--- src/rtl/block_raster_writer.sv ---
// Block-to-raster frame writer: 8x8 decoded blocks into a raster frame RAM.
// Define BLK_RASTER_ZIGZAG_EN to treat the in-block index as JPEG zigzag order.
module block_raster_writer #(
  parameter int IMG_W = 320,
  parameter int IMG_H = 240,
  parameter int A     = 17
) (
  input  logic         clk_i,
  input  logic         rst_ni,
  input  logic         start_i,
  input  logic         pix_valid_i,
  input  logic [7:0]   pix_data_i,
  output logic         pix_ready_o,
  output logic         ram_en_o,
  output logic         ram_we_o,
  output logic [A-1:0] ram_addr_o,
  output logic [7:0]   ram_data_o,
  output logic         busy_o,
  output logic         frame_done_o,
  output logic [10:0]  blk_cnt_o
);

  localparam int BW = IMG_W / 8;
  localparam int BH = IMG_H / 8;
  localparam int XW = (BW > 1) ? $clog2(BW) : 1;
  localparam int YW = (BH > 1) ? $clog2(BH) : 1;

  typedef enum logic [1:0] {IDLE, RUN, DONE} state_t;

  state_t        state;
  logic [5:0]    k;
  logic [XW-1:0] bx;
  logic [YW-1:0] by;
  logic          acc;
  logic          blk_end;
  logic          row_end;
  logic          last;
  logic [2:0]    r;
  logic [2:0]    c;
  logic [31:0]   addr;

  assign acc     = pix_ready_o & pix_valid_i;
  assign blk_end = (k == 6'd63);
  assign row_end = (bx == XW'(BW - 1));
  assign last    = blk_end & row_end & (by == YW'(BH - 1));

`ifdef BLK_RASTER_ZIGZAG_EN
  // zigzag index -> natural (raster) position inside the block
  localparam logic [5:0] ZZ [64] = '{
    6'd0,  6'd1,  6'd8,  6'd16, 6'd9,  6'd2,  6'd3,  6'd10,
    6'd17, 6'd24, 6'd32, 6'd25, 6'd18, 6'd11, 6'd4,  6'd5,
    6'd12, 6'd19, 6'd26, 6'd33, 6'd40, 6'd48, 6'd41, 6'd34,
    6'd27, 6'd20, 6'd13, 6'd6,  6'd7,  6'd14, 6'd21, 6'd28,
    6'd35, 6'd42, 6'd49, 6'd56, 6'd57, 6'd50, 6'd43, 6'd36,
    6'd29, 6'd22, 6'd15, 6'd23, 6'd30, 6'd37, 6'd44, 6'd51,
    6'd58, 6'd59, 6'd52, 6'd45, 6'd38, 6'd31, 6'd39, 6'd46,
    6'd53, 6'd60, 6'd61, 6'd54, 6'd47, 6'd55, 6'd62, 6'd63
  };
  assign {r, c} = ZZ[k];
`else
  assign {r, c} = k;
`endif

  assign addr = (32'(by) * 32'd8 + 32'(r)) * 32'(IMG_W)
              + 32'(bx) * 32'd8 + 32'(c);

  always_ff @(posedge clk_i or negedge rst_ni) begin
    if (!rst_ni) begin
      state        <= IDLE;
      k            <= '0;
      bx           <= '0;
      by           <= '0;
      blk_cnt_o    <= '0;
      pix_ready_o  <= 1'b0;
      busy_o       <= 1'b0;
      ram_en_o     <= 1'b0;
      ram_we_o     <= 1'b0;
      ram_addr_o   <= '0;
      ram_data_o   <= '0;
      frame_done_o <= 1'b0;
    end else begin
      ram_en_o     <= acc;
      ram_we_o     <= acc;
      frame_done_o <= acc & last;
      if (acc) begin
        ram_addr_o <= A'(addr);
        ram_data_o <= pix_data_i;
      end
      unique case (state)
        IDLE: if (start_i) begin
          state       <= RUN;
          k           <= '0;
          bx          <= '0;
          by          <= '0;
          blk_cnt_o   <= '0;
          pix_ready_o <= 1'b1;
          busy_o      <= 1'b1;
        end
        RUN: if (acc) begin
          k <= k + 6'd1;
          if (blk_end) begin
            blk_cnt_o <= blk_cnt_o + 11'd1;
            bx <= row_end ? '0 : bx + XW'(1);
            if (row_end) by <= by + YW'(1);
          end
          if (last) begin
            state       <= DONE;
            pix_ready_o <= 1'b0;
            busy_o      <= 1'b0;
          end
        end
        DONE:    state <= IDLE;
        default: state <= IDLE;
      endcase
    end
  end

endmodule

--- config.mk ---
export PLATFORM = sky130hd
export DESIGN_NAME = block_raster_writer
export DESIGN_NICKNAME = d
export VERILOG_FILES = /design/src/rtl/block_raster_writer.sv
export SDC_FILE = /design/constraint.sdc
export NUM_CORES = 1
export LEC_CHECK = 0
export BUFFER_PORTS_ARGS = -buffer_cell sky130_fd_sc_hd__buf_2
export CORE_UTILIZATION = 51
export DETAILED_ROUTE_END_ITERATION = 7
export GPL_ROUTABILITY_DRIVEN = 1
export PLACE_DENSITY = 0.88
export SLEW_MARGIN = 20
export SYNTH_ARGS = -nofsm -noshare
export SYNTH_HDL_FRONTEND = slang
export SYNTH_SLANG_ARGS = --single-unit
--- constraint.sdc ---
create_clock -name clk_i -period 2.4 [get_ports clk_i]
set_input_delay 0.12 -clock clk_i [delete_from_list [all_inputs] [get_ports clk_i]]
set_output_delay 0.12 -clock clk_i [all_outputs]
set_load 0.01 [all_outputs]
==> Word-level counts from Yosys, hierarchy flattened <==
Cells that the tools add are included.
{ "classes": {"add_sub_neg": 7, "n_mul": 1, "eq_ne": 9, "mux": 24, "bitwise_logic": 4, "n_reduce_logical": 7} }
{ "ops": {"columns": ["cell", "n"], "rows": [
  ["11-bit 2-to-1 mux", 3],
  ["6-bit 2-to-1 mux", 5],
  ["6-bit case mux with 2 select lines", 2],
  ["11-bit case mux with 2 select lines", 1],
  ["5-bit 2-to-1 mux", 4],
  ["17-bit by 3-bit adder with 17-bit output", 1],
  ["17-bit by 9-bit adder with 17-bit output", 1],
  ["6-bit by 1-bit adder with 6-bit output (second input constant)", 2],
  ["6-bit equality test (second input constant)", 2],
  ["11-bit by 1-bit adder with 11-bit output (second input constant)", 1],
  ["9-bit by 3-bit multiplier with 11-bit output (second input constant)", 1],
  ["2-bit inequality test (second input constant)", 5],
  ["5-bit case mux with 2 select lines", 1],
  ["8-bit by 3-bit adder with 9-bit output", 1],
  ["4-bit AND reduction", 2],
  ["2-bit 2-to-1 mux", 3],
  ["3-bit AND reduction", 2],
  ["5-bit by 1-bit adder with 5-bit output (second input constant)", 1],
  ["5-bit equality test (second input constant)", 1],
  ["5-bit AND reduction", 1],
  ["1-bit bitwise AND", 4],
  ["2-bit case mux with 2 select lines", 1],
  ["1-bit 2-to-1 mux", 3],
  ["2-bit by 1-bit equality test with 1-bit output (second input constant)", 1],
  ["other kinds (3)", 3]
]} }
{ "totals": {"regBits": 58, "out_inout_bits": 41} }

==> Longest topological paths before layout <==
{ "logic_depth": {"ltp_word": 6, "mapped_depth": 10, "mapped_depth_nobuf": 10} }

==> Worst setup path after synthesis <==
No wires, ideal clock.
{ "synth_path": {"path_kind": "flip-flop to flip-flop", "startpoint": "register k[4]", "endpoint": "register ram_addr_o[15]", "t_arrival_ps": 2397, "setup_slack_ps": -127, "path_stages_with_launch": 11, "n_path_buf": 0, "period_less_slack_ps": 2527, "path_cell_list": "dfrtp_1 -> ha_1 -> ha_1 -> inv_1 -> fa_1 -> xnor2_1 -> nor2b_1 -> nand4_1 -> nor4b_1 -> xor2_1 -> o21ai_1"} }
{ "synth_via": {"elab_chain_len": 4} }
{ "synth_lines": {"columns": ["item", "line", "text"], "rows": [
  ["start: declaration", "31", "logic [5:0] k;"],
  ["start signal: assignment", "100", "k <= k + 6'd1;"],
  ["8-bit by 3-bit adder with 9-bit output", "64", "assign addr = (32'(by) * 32'd8 + 32'(r)) * 32'(IMG_W)"],
  ["9-bit by 3-bit multiplier with 11-bit output", "64", null],
  ["17-bit by 9-bit adder with 17-bit output", "65", "+ 32'(bx) * 32'd8 + 32'(c);"],
  ["17-bit by 3-bit adder with 17-bit output", "65", null],
  ["end signal: assignment", "86", "ram_addr_o <= A'(addr);"],
  ["end: declaration", "16", "output logic [A-1:0] ram_addr_o,"]
]} }
Every way passes these cells.
A chain may end at the register's enable or synchronous reset.

==> Worst setup path after layout <==
{ "layout_path": {"startpoint": "register by[0]", "endpoint": "register ram_addr_o[16]"} }
{ "layout_via": {"elab_chain_len": 4} }
{ "layout_lines": {"columns": ["item", "line", "text"], "rows": [
  ["start: declaration", "33", "logic [YW-1:0] by;"],
  ["start signal: assignment", "104", "if (row_end) by <= by + YW'(1);"],
  ["8-bit by 3-bit adder with 9-bit output", "64", null],
  ["9-bit by 3-bit multiplier with 11-bit output", "64", null],
  ["17-bit by 9-bit adder with 17-bit output", "65", null],
  ["17-bit by 3-bit adder with 17-bit output", "65", null]
]} }
Every way passes these cells.

==> flow_summary.toml <==
[outcome]
run_status = "finished with violations"
violations = "negative setup slack"

[pwr]
peakVddDrop_mv = 0.2956
static-leakage-power_nw = 1.993
pwr-share-comb_pct = 6.0
post-layout-total-power_w = 0.001897
clock_share_of_power_pct = 40.1
power.net_switching_w = 0.0004539
power_report.internal_total_w = 0.001443
pwr_density_cell_nw_per_um2 = 489.0
pwr-share-seq_pct = 53.9
swShare_pct = 23.92

[detailed_routing]
drc_errors = 0
routed_via_density = 5.387
post_detailed_route_wirelength_per_cell_um = 14.18
drt_pass1_iterations = 4
dr.first_iter.drc_count = 67
num_vias = 2435
route.final.wire_length_um = 6408
ant_nets = 0

[logic_synthesis]
synth_area_per_cell_um2 = 10.52
post_synthesis_net_count = 331
synth.area.top_cells = "sky130_fd_sc_hd__dfrtp_1, sky130_fd_sc_hd__ha_1, sky130_fd_sc_hd__mux2_2, sky130_fd_sc_hd__xor2_1, sky130_fd_sc_hd__nand2_1"
synthFlopType = "sky130_fd_sc_hd__dfrtp_1"
syn-cell-area_um2 = 3125
yosysWarnings = 0
syn-instance-count = 297
ys_async_sr_fraction_pct = 100.0
number_of_enable_flip_flop_cells_after_synthesis = 0
yosysTopAreaCell = "sky130_fd_sc_hd__dfrtp_1"
synth.ff_latch_count = 58
synth_cell_types = 52
yosys_top_cell_area_share_pct = 46.44
synth-seq-area-share_pct = 46.44

[critical_path]
critical_path_capture_point_type = "flip-flop"
path_class = "flip-flop to flip-flop"
worst_setup_sp_type = "flip-flop"
cp.arrival_ns = 2.80
cp.required_ns = 2.68
cp_max_fo = 3

[placement]
detailedPlacementHpwl_um = 4702
globalplace.congestion = 0.8334
dp.cells = 433
io_buffers = 52

[min_path]
min-delay-path-class = "input pin to flip-flop"

[clock_tree]
clock_latency_ns = 0.34
cell_chosen_for_the_clock_root = "sky130_fd_sc_hd__clkbuf_8"
tritoncts = "yes"
clock_pin_slew_on_the_worst_setup_and_hold_paths_ns = 0.06
ctsHtreeMaxLevel = 3
clock_sinks = 58
ctsLongestPathBuffers = 2
total_cts_buffers = 9

[timing]
final_period_minus_worst_setup_slack_ns = 2.521
finalHoldViolCount = 0
final_max_slew_viol_count = 0
unrepaired_setup_endpoints_after_global_routing = "yes"
setup_viol_count_final = 3
final.setup.tns_ns = -0.2580
tightest_slew_ns = 0.4839
timing.hold.ws_ns = 0.01474
finClkSkew_ns = 0.005210
max-slew-margin-rel_pct = 67.71
max_freq_mhz = 396.7
min_period_over_period_pct = 105.0
setup_ws_ns = -0.1209

[global_route]
track_usage_pct = 21.78
grt_first_pass_wirelength_um = 10610
antenna_found_initial = 0
grt_overflow_total = 0
grt_pass1_vias = 2426
grt_max_degree = 22

[floorplan]
coreArea_um2 = 5921
fp.dieArea_um2 = 6446
die_w_um = 80.29
design.portCount = 53
initial_core_util_pct = 52.79
placement_rows = 28
fp.dieH_um = 80.29

[run]
drv.max_cap_violation_count = 0

[layout]
area_delta_synth_final_pct = 24.14
mostFrequentLayoutCell = "sky130_fd_sc_hd__dfrtp_1"
instances_no_fill = 452
commonest_cells_after_routing_fill_and_taps_aside = "sky130_fd_sc_hd__dfrtp_1, sky130_fd_sc_hd__buf_2, sky130_fd_sc_hd__nand2_1"
layout-drive-gt1-share_pct = 33.69
insertedDiodeCount = 0
filler_cell_count = 476
final_net_count = 408
-- synthesized netlist by cell type (4+ instances only) --
| cell type | instances |
|---|---|
| sky130_fd_sc_hd__a21oi_1 | 6 |
| sky130_fd_sc_hd__o21ai_0 | 18 |
| sky130_fd_sc_hd__xor2_1 | 14 |
| sky130_fd_sc_hd__ha_1 | 20 |
| sky130_fd_sc_hd__nor2b_1 | 7 |
| sky130_fd_sc_hd__nor3_1 | 4 |
| sky130_fd_sc_hd__mux2_2 | 15 |
| sky130_fd_sc_hd__inv_1 | 10 |
| sky130_fd_sc_hd__nand2_1 | 32 |
| sky130_fd_sc_hd__nand4_1 | 9 |
| sky130_fd_sc_hd__xnor2_1 | 11 |
| sky130_fd_sc_hd__nor2_1 | 27 |
| sky130_fd_sc_hd__dfrtp_1 | 58 |
| sky130_fd_sc_hd__or3_1 | 4 |
| sky130_fd_sc_hd__nand3_1 | 9 |
| sky130_fd_sc_hd__o31ai_1 | 4 |
-- power by group through the flow --
| stage | registers, W | logic [W] | clock network (W) |
|---|---|---|---|
| 6_report | 0.00102 | 0.000114 | 0.000761 |
| 5_1_grt | 0.00103 | 0.000129 | 0.000827 |
| 4_1_cts | 0.00102 | 0.000115 | 0.000783 |
| 3_5_place_dp | 0.00104 | 0.000111 | 0 |
| 3_3_place_gp | 0.00104 | 0.000106 | 0 |
| 2_1_floorplan | 0.00105 | 0.0000381 | 0 |
-- sequential cells by signal (all words and copies together) (netlist names) --
| signal | cells |
|---|---|
| ram_data_o | 8 |
| ram_we_o | 1 |
| blk_cnt_o | 11 |
| busy_o | 1 |
| bx | 6 |
| by | 5 |
| k | 6 |
| state | 2 |
| frame_done_o | 1 |
| ram_addr_o | 17 |
-- routing by layer --
metal | global-route usage [%] | routed length (um)
met5 | 0 | 0
met1 | 25.75 | 2821
met3 | 5.227 | 305
met4 | 8.750 | 78
met2 | 37.86 | 3203
-- path summary, 6_finish.rpt --
check                                      startpoint                    endpoint  slack [ns]  depth (start not counted)
hold reg to reg            ram_addr_o[12]$_DFFE_PN0P_  ram_addr_o[12]$_DFFE_PN0P_        0.47                          2
setup reg to reg                    by[0]$_DFFE_PN0P_  ram_addr_o[16]$_DFFE_PN0P_       -0.12                         10
min in group asynchronous                      rst_ni           by[4]$_DFFE_PN0P_        0.26                          2
hold / removal                          pix_data_i[1]   ram_data_o[1]$_DFFE_PN0P_        0.01                          2
setup / recovery                    by[0]$_DFFE_PN0P_  ram_addr_o[16]$_DFFE_PN0P_       -0.12                         10
max in group asynchronous                      rst_ni           bx[2]$_DFFE_PN0P_        1.50                          3
-- what timing repair did --
item                                    CTS  global route
setup buffers                             2             2
hold endpoints to repair                 18             0
pin swaps                                 3             9
hold buffers                              2             0
gates resized for setup                   2            16
endpoints found under the setup margin    2             4
-- stage by stage --
| stage | utilization, % | worst slack, ns | area [um^2] |
|---|---|---|---|
| final | 65.53 | -0.1209 | 3880 |
| after global routing | 65.53 | -0.2326 | 3880 |
| after CTS | 63.88 | -0.008786 | 3782 |
| after detailed placement | 60.48 | -0.02054 | 3581 |
| after global placement | 60.48 | 0.04776 | 3581 |
| after floorplan | - | 0.02880 | 3142 |
-- kinds of logic (layout without fill, tap and decap cells) --
family | after synthesis | in the layout | synth area share (%)
and+or+nand+nor | 111 | 111 | 18.13
DFF | 58 | 58 | 46.44
AOI/OAI and AO/OA | 45 | 45 | 10.09
xor gates and xnor gates | 25 | 25 | 7.006
adders and majority gates | 22 | 22 | 9.287
buffers and inverters | 19 | 99 | 2.962
muxes | 17 | 17 | 6.085
-- layout make-up --
cell class / count / area, um^2 / area share, %
sequential: 58 / 1451 / 37.41
clock buffer: 11 / 141.4 / 3.644
clock inverter: 3 / 17.52 / 0.4515
tap: 75 / 93.84 / 2.419
multi-input combinational: 220 / 1693 / 43.63
inverter: 10 / 37.54 / 0.9674
timing repair buffer: 75 / 445.4 / 11.48
-- critical path: stages (launching register included) --
cell                       delay, ns
sky130_fd_sc_hd__dfrtp_1        0.40
sky130_fd_sc_hd__ha_1           0.29
sky130_fd_sc_hd__ha_2           0.18
sky130_fd_sc_hd__inv_2          0.04
sky130_fd_sc_hd__fa_2           0.36
sky130_fd_sc_hd__buf_6          0.13
sky130_fd_sc_hd__nor2b_4        0.14
sky130_fd_sc_hd__o311ai_1       0.12
sky130_fd_sc_hd__o311a_1        0.35
sky130_fd_sc_hd__o311ai_2       0.28
sky130_fd_sc_hd__o21a_1         0.15
(Power assumes the default switching activity.)
